===== config.mk =====
export PLATFORM = sky130hd
export DESIGN_NAME = writeback_queue
export DESIGN_NICKNAME = d
export VERILOG_FILES = /design/src/rtl/writeback_queue_pkg.sv /design/src/rtl/writeback_queue_fwd_match.sv /design/src/rtl/writeback_queue.sv
export SDC_FILE = /design/constraint.sdc
export NUM_CORES = 1
export LEC_CHECK = 0
export CORE_UTILIZATION = 36
export DETAILED_ROUTE_END_ITERATION = 10
export DONT_BUFFER_PORTS = 1
export GPL_TIMING_DRIVEN = 0
export MAX_ROUTING_LAYER = met4
export SYNTH_ARGS = -nofsm -noshare
export SYNTH_HDL_FRONTEND = slang
export SYNTH_SLANG_ARGS = --single-unit

===== constraint.sdc =====
create_clock -name clk -period 10.6 [get_ports clk]
set_input_delay 2.65 -clock clk [delete_from_list [all_inputs] [get_ports clk]]
set_output_delay 2.65 -clock clk [all_outputs]
set_load 0.01 [all_outputs]

===== src/rtl/writeback_queue_pkg.sv =====
// Shared types and constants for the writeback queue: default widths, the queue entry layout
// and the "does this entry write the register file" predicate used by retire and forwarding.
package writeback_queue_pkg;

  localparam int XLEN    = 32;
  localparam int RADDR_W = 5;

  typedef struct packed {
    logic [RADDR_W-1:0] rd;
    logic [XLEN-1:0]    data;
    logic               wr_en;
    logic               flag;
  } wb_entry_t;

  // x0 is hardwired to zero, so an entry only counts as a register write when rd is non-zero.
  function automatic logic writes_rf(input logic wr_en, input logic rd_nonzero);
    return wr_en && rd_nonzero;
  endfunction

endpackage


===== src/rtl/writeback_queue_fwd_match.sv =====
// Youngest-match search over the valid queue entries for one decode source address.
// Walks from head (oldest) to tail so a later match overrides an earlier one.
module wb_fwd_match #(
  parameter int XLEN    = 32,
  parameter int RADDR_W = 5,
  parameter int DEPTH   = 2,
  parameter int PTR_W   = $clog2(DEPTH)
) (
  input  logic [DEPTH*RADDR_W-1:0] ent_rd,
  input  logic [DEPTH*XLEN-1:0]    ent_data,
  input  logic [DEPTH-1:0]         ent_wr_en,
  input  logic [PTR_W-1:0]         rptr,
  input  logic [PTR_W:0]           count,
  input  logic [RADDR_W-1:0]       src_addr,
  output logic                     hit,
  output logic [XLEN-1:0]          data
);
  import writeback_queue_pkg::*;

  always_comb begin
    logic [PTR_W-1:0]   idx;
    logic [RADDR_W-1:0] rd;
    hit  = 1'b0;
    data = '0;
    idx  = '0;
    rd   = '0;
    for (int k = 0; k < DEPTH; k++) begin
      idx = rptr + PTR_W'(k);
      rd  = ent_rd[idx*RADDR_W +: RADDR_W];
      if ((PTR_W+1)'(k) < count && writes_rf(ent_wr_en[idx], |rd) && rd == src_addr) begin
        hit  = 1'b1;
        data = ent_data[idx*XLEN +: XLEN];
      end
    end
  end

endmodule


===== src/rtl/writeback_queue.sv =====
// Writeback queue between execute and the register-file write port, with decode-side hazard
// detection. Define WB_FORWARD_EN to forward pending results; otherwise decode stalls on a match.
module writeback_queue #(
  parameter int XLEN    = 32,
  parameter int RADDR_W = 5,
  parameter int DEPTH   = 2
) (
  input  logic               clk,
  input  logic               rst_n,
  input  logic               in_valid,
  output logic               in_ready,
  input  logic [RADDR_W-1:0] in_rd,
  input  logic [XLEN-1:0]    in_data,
  input  logic               in_wr_en,
  input  logic               in_flag,
  input  logic               rf_busy,
  output logic               rf_wr_en,
  output logic [RADDR_W-1:0] rf_wr_addr,
  output logic [XLEN-1:0]    rf_wr_data,
  output logic               flag_out,
  input  logic [RADDR_W-1:0] rs1_addr,
  input  logic [RADDR_W-1:0] rs2_addr,
  output logic               fwd1_hit,
  output logic               fwd2_hit,
  output logic [XLEN-1:0]    fwd1_data,
  output logic [XLEN-1:0]    fwd2_data,
  output logic               stall_out
);
  import writeback_queue_pkg::*;

  localparam int PTR_W = $clog2(DEPTH);

  logic [RADDR_W-1:0] rd_q    [DEPTH];
  logic [XLEN-1:0]    data_q  [DEPTH];
  logic               wr_en_q [DEPTH];
  logic               flag_q  [DEPTH];

  logic [PTR_W-1:0] rptr;
  logic [PTR_W-1:0] wptr;
  logic [PTR_W:0]   count;
  logic [PTR_W:0]   count_eff;

  logic               head_valid;
  logic [RADDR_W-1:0] head_rd;
  logic [XLEN-1:0]    head_data;
  logic               head_wr_en;
  logic               head_flag;
  logic               push;
  logic               pop;
  logic               match1;
  logic               match2;

  logic [DEPTH*RADDR_W-1:0] rd_flat;
  logic [DEPTH-1:0]         wr_en_flat;

  // While rst_n is low the stored state is about to be discarded, so present an empty queue.
  assign count_eff  = rst_n ? count : '0;
  assign in_ready   = (count_eff != (PTR_W+1)'(DEPTH));
  assign head_valid = (count_eff != '0);
  assign push       = in_valid && in_ready && rst_n;
  assign pop        = head_valid && !rf_busy;

  assign head_rd    = rd_q[rptr];
  assign head_data  = data_q[rptr];
  assign head_wr_en = wr_en_q[rptr];
  assign head_flag  = flag_q[rptr];

  assign rf_wr_en   = pop && writes_rf(head_wr_en, |head_rd);
  assign rf_wr_addr = head_rd;
  assign rf_wr_data = head_data;

  always_ff @(posedge clk) begin
    if (!rst_n) begin
      rptr     <= '0;
      wptr     <= '0;
      count    <= '0;
      flag_out <= 1'b0;
    end else begin
      if (push) wptr <= wptr + 1'b1;
      if (pop) begin
        rptr     <= rptr + 1'b1;
        flag_out <= head_flag;
      end
      case ({push, pop})
        2'b10:   count <= count + 1'b1;
        2'b01:   count <= count - 1'b1;
        default: count <= count;
      endcase
    end
  end

  // Entry storage is not reset: validity comes only from count and the pointers.
  always_ff @(posedge clk) begin
    if (push) begin
      rd_q[wptr]    <= in_rd;
      data_q[wptr]  <= in_data;
      wr_en_q[wptr] <= in_wr_en;
      flag_q[wptr]  <= in_flag;
    end
  end

  always_comb begin
    rd_flat    = '0;
    wr_en_flat = '0;
    for (int i = 0; i < DEPTH; i++) begin
      rd_flat[i*RADDR_W +: RADDR_W] = rd_q[i];
      wr_en_flat[i]                 = wr_en_q[i];
    end
  end

`ifdef WB_FORWARD_EN
  logic [DEPTH*XLEN-1:0] data_flat;

  always_comb begin
    data_flat = '0;
    for (int i = 0; i < DEPTH; i++) data_flat[i*XLEN +: XLEN] = data_q[i];
  end

  wb_fwd_match #(.XLEN(XLEN), .RADDR_W(RADDR_W), .DEPTH(DEPTH)) u_match1 (
    .ent_rd(rd_flat), .ent_data(data_flat), .ent_wr_en(wr_en_flat),
    .rptr(rptr), .count(count_eff), .src_addr(rs1_addr),
    .hit(match1), .data(fwd1_data)
  );

  wb_fwd_match #(.XLEN(XLEN), .RADDR_W(RADDR_W), .DEPTH(DEPTH)) u_match2 (
    .ent_rd(rd_flat), .ent_data(data_flat), .ent_wr_en(wr_en_flat),
    .rptr(rptr), .count(count_eff), .src_addr(rs2_addr),
    .hit(match2), .data(fwd2_data)
  );

  assign fwd1_hit  = match1;
  assign fwd2_hit  = match2;
  assign stall_out = !in_ready;
`else
  // Data inputs are tied off, so the matchers' data outputs are constant zero.
  wb_fwd_match #(.XLEN(XLEN), .RADDR_W(RADDR_W), .DEPTH(DEPTH)) u_match1 (
    .ent_rd(rd_flat), .ent_data('0), .ent_wr_en(wr_en_flat),
    .rptr(rptr), .count(count_eff), .src_addr(rs1_addr),
    .hit(match1), .data(fwd1_data)
  );

  wb_fwd_match #(.XLEN(XLEN), .RADDR_W(RADDR_W), .DEPTH(DEPTH)) u_match2 (
    .ent_rd(rd_flat), .ent_data('0), .ent_wr_en(wr_en_flat),
    .rptr(rptr), .count(count_eff), .src_addr(rs2_addr),
    .hit(match2), .data(fwd2_data)
  );

  assign fwd1_hit  = 1'b0;
  assign fwd2_hit  = 1'b0;
  assign stall_out = !in_ready || match1 || match2;
`endif

endmodule


==> summary.txt <==
STATUS
---------------------------------------------------------------------------------
Status                                                               complete, no violations

DRT
---------------------------------------------------------------------------------
Vias after detailed routing                                                  2089
Iter 0 DRT Violations                                                          78
DRC violations left                                                             0
Average detailed-routed wire length per instance                          13.4 µm
Detailed-routing iteration count for the pre-antenna-repair pass                4
Via density                                                                  4.19
Antenna-violating nets left                                                     0
Wire length after detailed routing                                        6680 µm

CLOCKING
---------------------------------------------------------------------------------
Clock latency of the later-clocked register in the worst-skew pair         340 ps
Clock Tree Root                                                      sky130_fd_sc_hd__clkbuf_8
Number of buffers between clock root and the deepest sink                       2
Number of instances resized during post-cts repair                              0
Post-CTS Setup Repair Bufs                                                      0
Clock Pin Slew Worst Setup and Hold Paths                                   70 ps
CTS tree                                                                     done
Sink count of the clock tree                                                   84
Max H-tree Level                                                                3
Inserted Clock Buffers                                                          9
Count of hold buffers inserted by post-cts repair                               0

SYNTHESIS
---------------------------------------------------------------------------------
Proportion of synthesized chip area in sequential cells                     61.2%
Total standard cell area after synthesis                              0.00403 mm²
Most frequently used cell type in the post-synthesis netlist         sky130_fd_sc_hd__edfxtp_1
Share of the synthesized area in the top cell type                          58.2%
Instance count of the mapped netlist                                          275
Dominant synthesized flop cell                                       sky130_fd_sc_hd__edfxtp_1
Dominant cell type by area after synthesis                           sky130_fd_sc_hd__edfxtp_1
Yosys warning count                                                             0
EDFF count, synth                                                              78
Top cell types by occurrence after synthesis                         sky130_fd_sc_hd__edfxtp_1 (78), sky130_fd_sc_hd__buf_4 (66), sky130_fd_sc_hd__mux2_2 (36)
Total of flip-flops plus latches after synthesis                               84
Synth unique cells                                                             32
Average footprint of a synthesized cell                                  14.6 µm²
Ranking of synthesized cells by area                                 sky130_fd_sc_hd__edfxtp_1 (58%), sky130_fd_sc_hd__buf_4 (12%), sky130_fd_sc_hd__mux2_2 (10%)
Fraction of registers with async set/reset                                     0%

TIMING
---------------------------------------------------------------------------------
Slew Viols, Final                                                               0
Final setup violation count                                                     0
Setup TNS Final                                                              0 ps
Part of the cycle the worst path needs                                      59.1%
RSZ-0062 raised after global routing                                        false
Setup Skew                                                                6.80 ps
Final min period                                                          6260 ps
Final Hold Violating Endpoints                                                  0
Worst slew margin relative to its limit                                     53.7%
Final Worst Setup Slack                                                   4340 ps
Maximum clock frequency                                                 0.160 GHz
Slew at the pin with the worst max-slew slack                              688 ps

DIE
---------------------------------------------------------------------------------
Core Area                                                              0.0109 mm²
Num rows                                                                       38
Area of the die                                                        0.0116 mm²
Die outline width                                                          108 µm
I/O pin cnt                                                                   160
Initial Utilization                                                         37.0%
Die boundary height                                                        108 µm

FINAL LAYOUT
---------------------------------------------------------------------------------
Net count of the finished layout                                              407
Number of antenna repair diodes                                                 0
Area growth from synthesis to layout                                        16.4%
Fraction of final layout cells sized beyond drive strength 1                34.6%
Fill count                                                                   1004
Final non-filler cell area                                            0.00468 mm²
Utilization of the core after routing                                       43.0%

WORST SETUP PATH
---------------------------------------------------------------------------------
Endpoint arrival time on the critical path                                3610 ps
Setup slack of the worst register-to-register path                        8600 ps
R2r endpoint                                                             count[1]
Setup crit end kind                                                   output port
Critical path class                                                     in -> out
Crit path launch type                                                primary input
CP Max Fanout                                                                  10
Reg-to-reg startpoint                                                    count[0]
R2r worst-path depth                                                            5
CP required                                                               7950 ps

PLACE
---------------------------------------------------------------------------------
Port bufs                                                                       0
HPWL after detailed placement                                             5140 µm
Worst-case setup slack after placement                                    4310 ps
Final estimated routing congestion in global placement                      0.786
Post-Place Cell Area                                                  0.00450 mm²

WORST HOLD PATH
---------------------------------------------------------------------------------
Worst hold-check path type                                             reg -> reg
Worst Min Path Start                                                     count[1]
WHS Path Cells                                                                  2
End point of the worst hold path                                         count[1]

JOB
---------------------------------------------------------------------------------
Max-Cap Viols                                                                   0

POWER
---------------------------------------------------------------------------------
IR Drop Worst-Case VDD                                                   0.106 mV
Static Leak                                                               1.80 nW
Pwr Density                                                            145 mW/mm²
Final Power                                                                681 µW

GLOBAL ROUTE
---------------------------------------------------------------------------------
Vias in the first global route                                               2035
Overall global routing resource usage                                       12.1%
Maximum number of pins on one net before global-route repair                   30
Global-route wire length before repair                                    9880 µm
Initial antenna violation count                                                 0
Global route total overflow                                                     0

cells by family after synthesis:
group                      synth area share [%]
xor gates and xnor gates                   5.00
adders and majority gates                 0.311
and+or+nand+nor                            3.70
other                                    0.0932
buffers and inverters                      13.8
AOI/OAI and AO/OA                          2.05
muxes                                      13.9
DFF                                        61.2
registers in the layout, indices dropped and copies added (netlist names), named ones only:
signal / flops
data_q: 64
flag_q: 2
rd_q: 10
wptr: 1
count: 2
wr_en_q: 2
flag_out: 1
rptr: 1
power breakdown:
part           switching (mW)  total (mW)  internal (mW)
logic                  0.0475      0.0905         0.0430
clock network           0.102       0.210          0.107
registers             0.00501       0.381          0.376
metal layers:
layer | track usage, % | up-vias | wire length, µm
li1 | - | 1017 | -
met1 | 11.7 | 943 | 2440
met2 | 19.9 | 122 | 3230
met3 | 6.42 | 7 | 939
met4 | 5.28 | 0 | 76
met5 | - | - | 0
layout make-up:
| type | instances | area [µm²] | area share [%] |
|---|---|---|---|
| clock buffer | 11 | 131 | 2.81 |
| tap | 140 | 175 | 3.74 |
| buffer | 73 | 544 | 11.6 |
| timing repair buffer | 2 | 40.0 | 0.855 |
| sequential | 84 | 2460 | 52.6 |
| inverter | 3 | 11.3 | 0.240 |
| multi-input combinational | 180 | 1270 | 27.0 |
| clock inverter | 5 | 52.6 | 1.12 |
worst max-delay path, cell delays in order:
cell and delay (ps):
sky130_fd_sc_hd__clkbuf_1 260, sky130_fd_sc_hd__o211a_1 210, sky130_fd_sc_hd__o21ai_0 80, sky130_fd_sc_hd__a21oi_1 150, sky130_fd_sc_hd__o21ai_0 100, sky130_fd_sc_hd__nand4_1 160
stage by stage:
step / hold WS (ps) / std cells
2_1_floorplan: 487 / 340
3_3_place_gp: 505 / 480
3_5_place_dp: 549 / 482
4_1_cts: 567 / 498
5_1_grt: 585 / 498
6_report: 554 / 498
how the worst max path moves through the flow:
stage,end,slack (ps),startpoint,depth (start not counted)
2_1_floorplan,stall_out,4540,rst_n,6
3_3_place_gp,data_q[0][8],4040,rst_n,4
3_5_place_dp,stall_out,4310,rst_n,6
4_1_cts,stall_out,4310,rst_n,6
5_1_grt,stall_out,4170,rst_n,6
6_report,stall_out,4340,rst_n,6
placed cells by master, fill, tap and decap left out, types with 2 or more instances in the layout:
| master | synthesis | layout |
|---|---|---|
| sky130_fd_sc_hd__dfxtp_1 | 6 | 6 |
| sky130_fd_sc_hd__buf_12 | 0 | 2 |
| sky130_fd_sc_hd__inv_1 | 3 | 3 |
| sky130_fd_sc_hd__nor3_1 | 6 | 6 |
| sky130_fd_sc_hd__mux2i_2 | 2 | 2 |
| sky130_fd_sc_hd__clkbuf_1 | 4 | 6 |
| sky130_fd_sc_hd__o21ai_0 | 4 | 4 |
| sky130_fd_sc_hd__mux2_2 | 36 | 36 |
| sky130_fd_sc_hd__nor2_4 | 0 | 2 |
| sky130_fd_sc_hd__or3_1 | 2 | 2 |
| sky130_fd_sc_hd__edfxtp_1 | 78 | 78 |
| sky130_fd_sc_hd__conb_1 | 1 | 66 |
| sky130_fd_sc_hd__xnor2_1 | 13 | 13 |
| sky130_fd_sc_hd__clkbuf_8 | 0 | 9 |
| sky130_fd_sc_hd__mux2i_1 | 11 | 11 |
| sky130_fd_sc_hd__o211a_1 | 2 | 2 |
| sky130_fd_sc_hd__nand3_1 | 5 | 5 |
| sky130_fd_sc_hd__buf_4 | 66 | 66 |
| sky130_fd_sc_hd__nand4_1 | 3 | 3 |
| sky130_fd_sc_hd__nor2_1 | 5 | 3 |
| sky130_fd_sc_hd__buf_6 | 3 | 3 |
| sky130_fd_sc_hd__xor2_1 | 10 | 10 |
| sky130_fd_sc_hd__clkinv_1 | 0 | 2 |
| sky130_fd_sc_hd__and2_1 | 3 | 3 |
| sky130_fd_sc_hd__clkinvlp_4 | 0 | 2 |
Power figures use the tool's default switching activity.
